`src/rtl/fadd_arbiter_if.sv`:
```
// Request/response/adder bundle for fadd_arbiter. The stat_* counters exist only
// when FADD_ARB_STATS_EN is defined.
interface fadd_arbiter_if #(
    parameter int DATA_W = 32
);
    logic              req0_valid;
    logic              req0_ready;
    logic [DATA_W-1:0] req0_a;
    logic [DATA_W-1:0] req0_b;
    logic              req1_valid;
    logic              req1_ready;
    logic [DATA_W-1:0] req1_a;
    logic [DATA_W-1:0] req1_b;
    logic              rsp0_valid;
    logic              rsp0_ready;
    logic [DATA_W-1:0] rsp0_s;
    logic              rsp1_valid;
    logic              rsp1_ready;
    logic [DATA_W-1:0] rsp1_s;
    logic [DATA_W-1:0] fa_a;
    logic [DATA_W-1:0] fa_b;
    logic [DATA_W-1:0] fa_s;
    logic              busy;
`ifdef FADD_ARB_STATS_EN
    logic [15:0]       stat_grant0;
    logic [15:0]       stat_grant1;
    logic [15:0]       stat_stall;
`endif

    modport master (
        output req0_valid, req0_a, req0_b, req1_valid, req1_a, req1_b,
               rsp0_ready, rsp1_ready, fa_s,
        input  req0_ready, req1_ready, rsp0_valid, rsp0_s, rsp1_valid, rsp1_s,
               fa_a, fa_b, busy
`ifdef FADD_ARB_STATS_EN
        , input stat_grant0, stat_grant1, stat_stall
`endif
    );

    modport slave (
        input  req0_valid, req0_a, req0_b, req1_valid, req1_a, req1_b,
               rsp0_ready, rsp1_ready, fa_s,
        output req0_ready, req1_ready, rsp0_valid, rsp0_s, rsp1_valid, rsp1_s,
               fa_a, fa_b, busy
`ifdef FADD_ARB_STATS_EN
        , output stat_grant0, stat_grant1, stat_stall
`endif
    );
endinterface

```
`src/rtl/fadd_arbiter.sv`:
```
// Round-robin, credit-based sharing of one LAT-cycle pipelined float adder between two
// requesters, with a tag pipeline and per-requester response FIFOs. Optional FADD_ARB_STATS_EN.
module fadd_arbiter #(
    parameter int DATA_W     = 32,
    parameter int LAT        = 4,
    parameter int FIFO_DEPTH = 2
) (
    input  logic          clk,
    input  logic          rst,
    fadd_arbiter_if.slave bus
);
    localparam int PW    = (FIFO_DEPTH > 1) ? $clog2(FIFO_DEPTH) : 1;
    localparam int SLOTS = 1 << PW;

    typedef logic [PW-1:0] ptr_t;
    typedef logic [5:0]    cnt_t;

    localparam cnt_t DEPTH_C    = cnt_t'(FIFO_DEPTH);
    localparam ptr_t LAST_PTR_C = ptr_t'(FIFO_DEPTH - 1);

    function automatic ptr_t ptr_inc(input ptr_t p);
        ptr_t n;
        if (p == LAST_PTR_C) begin
            n = {PW{1'b0}};
        end else begin
            n = p + ptr_t'(1'b1);
        end
        return n;
    endfunction

    logic [DATA_W-1:0] fa_a_r;
    logic [DATA_W-1:0] fa_b_r;
    logic [LAT-1:0]    tag_valid_r;
    logic [LAT-1:0]    tag_id_r;
    logic              last_grant_r;
    logic [DATA_W-1:0] mem_r    [2][SLOTS];
    ptr_t              rd_ptr_r [2];
    ptr_t              wr_ptr_r [2];
    cnt_t              count_r  [2];

    logic [1:0]        req_valid_s;
    logic [1:0]        rsp_ready_s;
    logic [1:0]        eligible_s;
    logic [1:0]        grant_s;
    logic [1:0]        push_s;
    logic [1:0]        pop_s;
    logic [1:0]        nonempty_s;
    cnt_t              inflight_s [2];
    logic              xfer_s;
    logic [DATA_W-1:0] sel_a_s;
    logic [DATA_W-1:0] sel_b_s;

    assign req_valid_s = {bus.req1_valid, bus.req0_valid};
    assign rsp_ready_s = {bus.rsp1_ready, bus.rsp0_ready};

    // Credit check: buffered plus in-flight results must leave room in the requester's FIFO
    always_comb begin
        inflight_s[0] = 6'd0;
        inflight_s[1] = 6'd0;
        for (int k = 0; k < LAT; k++) begin
            inflight_s[0] = inflight_s[0] + {5'd0, tag_valid_r[k] & ~tag_id_r[k]};
            inflight_s[1] = inflight_s[1] + {5'd0, tag_valid_r[k] &  tag_id_r[k]};
        end
        for (int n = 0; n < 2; n++) begin
            eligible_s[n] = req_valid_s[n] && ((count_r[n] + inflight_s[n]) < DEPTH_C);
        end
    end

    // Round-robin grant; the requester that did not win last time has priority
    always_comb begin
        grant_s = 2'b00;
        if (rst) begin
            grant_s[0] = eligible_s[0] & (~eligible_s[1] |  last_grant_r);
            grant_s[1] = eligible_s[1] & (~eligible_s[0] | ~last_grant_r);
        end else begin
            grant_s = 2'b00;
        end
    end

    // Operand mux for the granted requester
    always_comb begin
        sel_a_s = bus.req0_a;
        sel_b_s = bus.req0_b;
        if (grant_s[1]) begin
            sel_a_s = bus.req1_a;
            sel_b_s = bus.req1_b;
        end else begin
            sel_a_s = bus.req0_a;
            sel_b_s = bus.req0_b;
        end
    end

    assign xfer_s        = |grant_s;
    assign push_s[0]     = tag_valid_r[LAT-1] & ~tag_id_r[LAT-1];
    assign push_s[1]     = tag_valid_r[LAT-1] &  tag_id_r[LAT-1];
    assign nonempty_s[0] = (count_r[0] != 6'd0);
    assign nonempty_s[1] = (count_r[1] != 6'd0);
    assign pop_s         = nonempty_s & rsp_ready_s;

    // Operand registers, tag pipeline and FIFO bookkeeping
    always_ff @(posedge clk or negedge rst) begin
        if (!rst) begin
            fa_a_r       <= {DATA_W{1'b0}};
            fa_b_r       <= {DATA_W{1'b0}};
            tag_valid_r  <= {LAT{1'b0}};
            tag_id_r     <= {LAT{1'b0}};
            last_grant_r <= 1'b1;
            for (int n = 0; n < 2; n++) begin
                rd_ptr_r[n] <= {PW{1'b0}};
                wr_ptr_r[n] <= {PW{1'b0}};
                count_r[n]  <= 6'd0;
            end
        end else begin
            if (xfer_s) begin
                fa_a_r       <= sel_a_s;
                fa_b_r       <= sel_b_s;
                last_grant_r <= grant_s[1];
            end
            tag_valid_r[0] <= xfer_s;
            tag_id_r[0]    <= grant_s[1];
            for (int k = 1; k < LAT; k++) begin
                tag_valid_r[k] <= tag_valid_r[k-1];
                tag_id_r[k]    <= tag_id_r[k-1];
            end
            for (int n = 0; n < 2; n++) begin
                if (push_s[n]) begin
                    wr_ptr_r[n] <= ptr_inc(wr_ptr_r[n]);
                end
                if (pop_s[n]) begin
                    rd_ptr_r[n] <= ptr_inc(rd_ptr_r[n]);
                end
                count_r[n] <= count_r[n] + {5'd0, push_s[n]} - {5'd0, pop_s[n]};
            end
        end
    end

    // FIFO storage; no reset needed because emptiness is tracked by count_r
    always_ff @(posedge clk) begin
        for (int n = 0; n < 2; n++) begin
            if (push_s[n]) begin
                mem_r[n][wr_ptr_r[n]] <= bus.fa_s;
            end
        end
    end

    assign bus.fa_a       = fa_a_r;
    assign bus.fa_b       = fa_b_r;
    assign bus.req0_ready = grant_s[0];
    assign bus.req1_ready = grant_s[1];
    assign bus.rsp0_valid = nonempty_s[0];
    assign bus.rsp1_valid = nonempty_s[1];
    assign bus.rsp0_s     = nonempty_s[0] ? mem_r[0][rd_ptr_r[0]] : {DATA_W{1'b0}};
    assign bus.rsp1_s     = nonempty_s[1] ? mem_r[1][rd_ptr_r[1]] : {DATA_W{1'b0}};
    assign bus.busy       = (|tag_valid_r) | nonempty_s[0] | nonempty_s[1];

`ifdef FADD_ARB_STATS_EN
    function automatic logic [15:0] sat_inc(input logic [15:0] v, input logic en);
        logic [15:0] r;
        if (en && (v != 16'hFFFF)) begin
            r = v + 16'd1;
        end else begin
            r = v;
        end
        return r;
    endfunction

    logic [15:0] stat_grant0_r;
    logic [15:0] stat_grant1_r;
    logic [15:0] stat_stall_r;
    logic        stall_s;

    assign stall_s = (|req_valid_s) & ~xfer_s;

    // Saturating grant and stall counters
    always_ff @(posedge clk or negedge rst) begin
        if (!rst) begin
            stat_grant0_r <= 16'd0;
            stat_grant1_r <= 16'd0;
            stat_stall_r  <= 16'd0;
        end else begin
            stat_grant0_r <= sat_inc(stat_grant0_r, grant_s[0]);
            stat_grant1_r <= sat_inc(stat_grant1_r, grant_s[1]);
            stat_stall_r  <= sat_inc(stat_stall_r, stall_s);
        end
    end

    assign bus.stat_grant0 = stat_grant0_r;
    assign bus.stat_grant1 = stat_grant1_r;
    assign bus.stat_stall  = stat_stall_r;
`endif
endmodule

```
`src/flat_wrapper.sv`:
```
// flat-port wrapper written by rule: the top's interface ports become plain ports
module fadd_arbiter_flat 
#(
    parameter int DATA_W     = 32,
    parameter int LAT        = 4,
    parameter int FIFO_DEPTH = 2
)
  (clk, rst, bus_req0_valid, bus_req0_a, bus_req0_b, bus_req1_valid, bus_req1_a, bus_req1_b, bus_rsp0_ready, bus_rsp1_ready, bus_fa_s, bus_req0_ready, bus_req1_ready, bus_rsp0_valid, bus_rsp0_s, bus_rsp1_valid, bus_rsp1_s, bus_fa_a, bus_fa_b, bus_busy);
  fadd_arbiter_if #(.DATA_W(DATA_W)) bus_i ();
  input  logic clk;
  input  logic rst;
  input wire logic [$bits(bus_i.req0_valid)-1:0] bus_req0_valid;
  input wire logic [$bits(bus_i.req0_a)-1:0] bus_req0_a;
  input wire logic [$bits(bus_i.req0_b)-1:0] bus_req0_b;
  input wire logic [$bits(bus_i.req1_valid)-1:0] bus_req1_valid;
  input wire logic [$bits(bus_i.req1_a)-1:0] bus_req1_a;
  input wire logic [$bits(bus_i.req1_b)-1:0] bus_req1_b;
  input wire logic [$bits(bus_i.rsp0_ready)-1:0] bus_rsp0_ready;
  input wire logic [$bits(bus_i.rsp1_ready)-1:0] bus_rsp1_ready;
  input wire logic [$bits(bus_i.fa_s)-1:0] bus_fa_s;
  output wire logic [$bits(bus_i.req0_ready)-1:0] bus_req0_ready;
  output wire logic [$bits(bus_i.req1_ready)-1:0] bus_req1_ready;
  output wire logic [$bits(bus_i.rsp0_valid)-1:0] bus_rsp0_valid;
  output wire logic [$bits(bus_i.rsp0_s)-1:0] bus_rsp0_s;
  output wire logic [$bits(bus_i.rsp1_valid)-1:0] bus_rsp1_valid;
  output wire logic [$bits(bus_i.rsp1_s)-1:0] bus_rsp1_s;
  output wire logic [$bits(bus_i.fa_a)-1:0] bus_fa_a;
  output wire logic [$bits(bus_i.fa_b)-1:0] bus_fa_b;
  output wire logic [$bits(bus_i.busy)-1:0] bus_busy;
  assign bus_i.req0_valid = bus_req0_valid;
  assign bus_i.req0_a = bus_req0_a;
  assign bus_i.req0_b = bus_req0_b;
  assign bus_i.req1_valid = bus_req1_valid;
  assign bus_i.req1_a = bus_req1_a;
  assign bus_i.req1_b = bus_req1_b;
  assign bus_i.rsp0_ready = bus_rsp0_ready;
  assign bus_i.rsp1_ready = bus_rsp1_ready;
  assign bus_i.fa_s = bus_fa_s;
  assign bus_req0_ready = bus_i.req0_ready;
  assign bus_req1_ready = bus_i.req1_ready;
  assign bus_rsp0_valid = bus_i.rsp0_valid;
  assign bus_rsp0_s = bus_i.rsp0_s;
  assign bus_rsp1_valid = bus_i.rsp1_valid;
  assign bus_rsp1_s = bus_i.rsp1_s;
  assign bus_fa_a = bus_i.fa_a;
  assign bus_fa_b = bus_i.fa_b;
  assign bus_busy = bus_i.busy;
  fadd_arbiter #(.DATA_W(DATA_W), .LAT(LAT), .FIFO_DEPTH(FIFO_DEPTH)) u_core (.clk(clk), .rst(rst), .bus(bus_i));
endmodule
```
`config.mk`:
```
export PLATFORM = sky130hd
export DESIGN_NAME = fadd_arbiter_flat
export DESIGN_NICKNAME = d
export VERILOG_FILES = /design/src/rtl/fadd_arbiter_if.sv /design/src/rtl/fadd_arbiter.sv /design/src/flat_wrapper.sv
export SDC_FILE = /design/constraint.sdc
export NUM_CORES = 1
export LEC_CHECK = 0
export ABC_AREA = 1
export ABC_CLOCK_PERIOD_IN_PS = 4300
export CAP_MARGIN = 20
export CORE_ASPECT_RATIO = 0.75
export CORE_MARGIN = 4
export CORE_UTILIZATION = 49
export CTS_CLUSTER_DIAMETER = 30
export DETAILED_ROUTE_END_ITERATION = 8
export GPL_ROUTABILITY_DRIVEN = 0
export PLACE_DENSITY = 0.81
export SETUP_SLACK_MARGIN = 0.2
export SLEW_MARGIN = 0
export SYNTH_ARGS = -nofsm -noshare
export SYNTH_HDL_FRONTEND = slang
export SYNTH_SLANG_ARGS = --single-unit
export TNS_END_PERCENT = 100
```
`constraint.sdc`:
```
create_clock -name clk -period 4.3 [get_ports clk]
set_input_delay 0.86 -clock clk [delete_from_list [all_inputs] [get_ports clk]]
set_output_delay 0.86 -clock clk [all_outputs]
set_load 0.02 [all_outputs]
```
Word level (Yosys, flattened, before mapping)
Memory sizes are Yosys's and may differ from the RTL's.
Cells that the tools add are included.
{"block": "classes", "add_sub_neg": 16, "magnitude_cmp": 8, "n_bitwise": 26, "n_mux": 26, "n_reduce_logical": 9}
{"operator": "$mux W32", "count": 12}
{"operator": "$mux W64", "count": 4}
{"operator": "$demux W32 S1", "count": 2}
{"operator": "$reduce_or A64 Y1", "count": 1}
{"operator": "$add A6 B1 Y6", "count": 6}
{"operator": "$add A6 B6 Y6", "count": 2}
{"operator": "$lt A6 B2 Y1 const B", "count": 2}
{"operator": "$reduce_bool A6 Y1", "count": 2}
{"operator": "$sub A6 B1 Y6", "count": 2}
{"operator": "$and A1 B1 Y1", "count": 10}
{"operator": "$ge A2 B2 Y1 const B", "count": 4}
{"operator": "$not A1 Y2", "count": 4}
{"operator": "$mux W1", "count": 7}
{"operator": "$not A1 Y1", "count": 7}
{"operator": "$add A1 B1 Y1 const B", "count": 4}
{"operator": "$add A1 B1 Y2", "count": 2}
{"operator": "$logic_and A1 B1 Y1", "count": 4}
{"operator": "$lt A2 B1 Y1 const B", "count": 2}
{"operator": "$or A1 B1 Y1", "count": 4}
{"operator": "$reduce_or A4 Y1", "count": 1}
{"operator": "$and A2 B2 Y2", "count": 1}
{"operator": "$mux W2", "count": 1}
{"operator": "$reduce_or A2 Y1", "count": 1}
{"block": "word_totals", "output_inout_bits": 133, "mem_bits_rw": 128, "n_memories": 1, "word_cells": 97, "inputBits": 166, "regBits": 89}
{"memory": "u_core.mem_r", "depth": 2, "width": 64, "rd": 2, "rd_clocked_by_memory_dff": 0, "wr": 1, "line_no": "fadd_arbiter.sv:36", "source": "logic [DATA_W-1:0] mem_r [2][SLOTS];"}

Logic depth before layout (Yosys ltp)
{"block": "logic_depth", "depth_word": 13, "mapped_depth": 20, "ltp_nobuf": 18}

Least setup slack after synthesis
No wires, ideal clock.
{"block": "synth_path", "path_kind": "reg-to-output", "from": "register u_core.tag_valid_r[1]", "to": "output port bus_req1_ready", "t_required_ps": 3440, "path_buffers": 2, "arrival_time_ps": 2947, "stages_incl_launch_ff": 17, "setup_slack_ps": 493, "path_cell_list": "dfrtp_1 nand2_1 inv_1 ha_1 inv_1 fa_1 nor2_2 inv_1 fa_1 nand2_1 nor3_4 nand3_2 nor2_2 nand2_2 buf_6 buf_4 inv_1"}
{"block": "synth_between", "elab_chain_len": 11, "elab_cells_between_ends": 18, "cone_classes": "add/sub: 8; order compare: 2; mux: 1; bitwise: 5; reduce/logical: 2"}
{"element": "start, declared", "line_no": "fadd_arbiter.sv:33", "source": "logic [LAT-1:0] tag_valid_r;"}
{"element": "start signal, assigned", "line_no": "fadd_arbiter.sv:105", "source": "tag_valid_r <= {LAT{1'b0}};"}
{"element": "start signal, assigned by index", "line_no": "fadd_arbiter.sv:122", "source": "tag_valid_r[k] <= tag_valid_r[k-1];"}
{"element": "$and A1 B1 Y1", "line_no": "fadd_arbiter.sv:61", "source": "inflight_s[0] = inflight_s[0] + {5'd0, tag_valid_r[k] & ~tag_id_r[k]};"}
{"element": "$add A1 B1 Y2", "line_no": "fadd_arbiter.sv:61"}
{"element": "$add A6 B1 Y6 (2 in series)", "line_no": "fadd_arbiter.sv:61"}
{"element": "$add A6 B6 Y6", "line_no": "fadd_arbiter.sv:65", "source": "eligible_s[n] = req_valid_s[n] && ((count_r[n] + inflight_s[n]) < DEPTH_C);"}
{"element": "$lt A6 B2 Y1", "line_no": "fadd_arbiter.sv:65"}
{"element": "$logic_and A1 B1 Y1", "line_no": "fadd_arbiter.sv:65"}
{"element": "$not A1 Y1", "line_no": "fadd_arbiter.sv:74", "source": "grant_s[1] = eligible_s[1] & (~eligible_s[0] | ~last_grant_r);"}
{"element": "$or A1 B1 Y1", "line_no": "fadd_arbiter.sv:74"}
{"element": "$and A1 B1 Y1 *", "line_no": "fadd_arbiter.sv:74"}
{"element": "$mux W2 *", "line_no": "fadd_arbiter.sv:72", "source": "if (rst) begin"}
{"element": "end, declared", "line_no": "flat_wrapper.sv:22", "source": "output wire logic [$bits(bus_i.req1_ready)-1:0] bus_req1_ready;"}
Mark *: on every way between the ends. The rest lies on a longest branch, timed or not.

Final worst setup path
Same ends and word-level chain as after synthesis.

==> flow_metrics.tcl <==
set metrics [dict create \
    status "completed" \
    cts_sinks 217 \
    total_power_uw 10100 \
    synth_area_per_cell_um2 8.86 \
    cp_num_buf_inv 5 \
    cp_slowest_cell "fa_1" \
    path_clk_slew_ps 50 \
    hold_viol 0 \
    synth-seq-area-share 0.559 \
    finClkSkew_ps 24.5 \
    syn_nets 1423 \
    leakagePower_uw 0.00749 \
    num_rows 46 \
    insertion_delay_ps 500 \
    antenna_found_initial 1 \
    area_growth_pct 43.2 \
    syn_area_um2 10900 \
    die_h_um 137 \
    drc_errors 0 \
    drive_gt1_frac 0.0798 \
    cpMostUsedCell "inv_1" \
    overflow 0 \
    firstDrtPassIters 7 \
    synth_flop_cell "edfxtp_1" \
    path_max_fanout 3 \
    crit_arrival_ps 3280 \
    rsz0062_at_grt "yes" \
    syn-instance-count 1225 \
    grt_usage 0.240 \
    fin_crit_ps 4140 \
    slew_headroom 0.469 \
    ys_top_cells_by_area "edfxtp_1 (35%), dfrtp_1 (20%), nand2_1 (15%)" \
    design_area_um2 15500 \
    hold_class "primary input to asynchronous set/reset pin" \
    cts_hold_buffers 0 \
    synth_top_area_share 0.354 \
    worst_slew_pin_slew_ps 797 \
    core_area_um2 21500 \
    die_area_um2 24600 \
    final.setup.tns_ps 0 \
    cts_tree "yes" \
    synth-async-reset-ratio 0.410 \
    die_w_um 180 \
    holdWs_ps 319 \
    min_period_over_period 0.962 \
    clockBufferDepth 3 \
    start_util 0.506 \
    ant_nets 0 \
    crit_path_cell_trace "inv_1 -> nor2_1 -> ha_1 -> inv_1 -> fa_1 -> inv_1 -> nand2_1 -> fa_2 -> nand2_1 -> o21ai_0 -> nor3_2 -> nand4_1 -> nand2_2 -> inv_2 -> buf_6" \
    critPathRequiredTime_ps 3440 \
    synth_warnings 0 \
    critPathTopFamily "adder cells" \
    finalNetCount 1732 \
    end_kind "primary output" \
    cp-start-kind "flip-flop" \
    synth-edff-count 128 \
    grt_max_degree 66 \
    grt_pass1_vias 9205 \
    via_count 9058 \
    synth_area_leader_cell "edfxtp_1" \
    wl_per_cell_um 16.4 \
    rrSetupSlack_ps 370 \
    synthDistinctLibCells 33 \
    cts_htree_levels 2 \
    io_buffers 298 \
    max_freq_mhz 242 \
    place_area_um2 14100 \
    cts_root_buf "clkbuf_16" \
    ys_ff_latch 217 \
    drt-initial-drc-count 583 \
    dp_hpwl_um 19500 \
    totalWireLength_um 30400 \
    powerDensity_nw_per_um2 649 \
    via_per_inst 4.88 \
    numCtsBuffers 41 \
    setup_viol 0 \
    grt_pass1_wl_um 47900 \
    max_cap_violations 0 \
    ios 299 \
    drv_slew 0 \
    max_stage_delay_ps 410 \
    path_class "flip-flop to primary output" \
    ir_worst_vdd_uv 409 \
]
==> state kept, by name, indices dropped and copies added (netlist names) <==
register / flops
u_core.wr_ptr_r: 2
u_core.tag_valid_r: 4
u_core.bus.fa_a: 32
u_core.rd_ptr_r: 2
u_core.last_grant_r: 1
u_core.bus.fa_b: 32
u_core.count_r: 12
u_core.tag_id_r: 4
u_core.mem_r: 128
==> logic make-up after synthesis <==
group / synth area share
AND/OR/NAND/NOR: 0.290
buffers and inverters: 0.0932
flip-flops: 0.559
adder cells (fa/ha/maj): 0.0410
AO/OA/AOI/OAI: 0.00691
XOR/XNOR: 0.00968
==> what timing repair did <==
action / CTS / global route
buffers inserted: 4 / 5
pin swaps: 6 / 1
hold endpoints to repair: 0 / 0
setup endpoints to repair: 2 / 2
resized for setup: 16 / 3
==> layer usage <==
layer | vias up | wire, µm | global-route usage
met4 | 0 | 802 | 0.0833
met1 | 4211 | 12100 | 0.298
met3 | 61 | 2180 | 0.0510
li1 | 4420 | - | -
met5 | - | 0 | 0
met2 | 366 | 15400 | 0.423
==> per-stage QoR <==
stage | worst slack (ps) | std cells | utilization
2_1_floorplan | 493 | 1225 | -
3_5_place_dp | 109 | 1770 | 0.655
6_report | 164 | 1855 | 0.724
5_1_grt | 2.12 | 1855 | 0.724
3_3_place_gp | 164 | 1770 | 0.655
4_1_cts | 201 | 1849 | 0.722
==> area by class of cell <==
| class | instances | area [µm²] |
|---|---|---|
| clock inverters | 29 | 324 |
| fillers | 1521 | 5920 |
| flip-flops and latches | 217 | 6070 |
| inverters | 192 | 722 |
| clock buffers | 46 | 1080 |
| well taps | 288 | 360 |
| repair buffers | 325 | 3180 |
| multi-input cells | 757 | 3800 |
| diodes | 1 | 2.50 |
==> cell usage after synthesis, types with 7 or more instances <==
master,count
a21oi_1,8
buf_1,7
buf_2,25
clkbuf_1,19
dfrtp_1,88
edfxtp_1,128
ha_1,26
inv_1,189
nand2_1,424
nand3_1,24
nand3b_1,109
nor2_1,122
xor2_1,10
==> where the power goes <==
part           total [µW]  internal, µW  switching, µW
registers            2820          2600            220
logic                4070          1810           2260
clock network        3200          2120           1090
==> path summary, 6_finish.rpt <==
path                                       end  cells past startpoint             startpoint
setup reg to reg           u_core.bus.fa_b[13]                     17  u_core.tag_valid_r[0]
min in group clk            u_core.tag_id_r[3]                      0     u_core.tag_id_r[2]
hold / removal              u_core.count_r[10]                      1                    rst
setup / recovery                bus_req1_ready                     15  u_core.tag_valid_r[1]
max in group asynchronous  u_core.bus.fa_b[25]                      2                    rst
hold reg to reg             u_core.tag_id_r[3]                      0     u_core.tag_id_r[2]
==> placed cells by master, fill, tap and decap left out, types with 3 or more instances in the layout <==
master and count:
nand2_1 422, clkdlybuf4s50_1 295, inv_1 188, edfxtp_1 128
nor2_1 118, nand3b_1 109, dfrtp_1 88, clkbuf_16 42
buf_4 29, ha_1 26, nand3_1 24, clkinv_2 11
xor2_1 10, a21oi_1 8, nand2_2 7, nand4_1 6
nor2_2 5, fa_1 5, bufinv_16 5, inv_2 3
clkinvlp_4 3, clkbuf_1 3, clkinv_1 3
(Power assumes the default switching activity.)
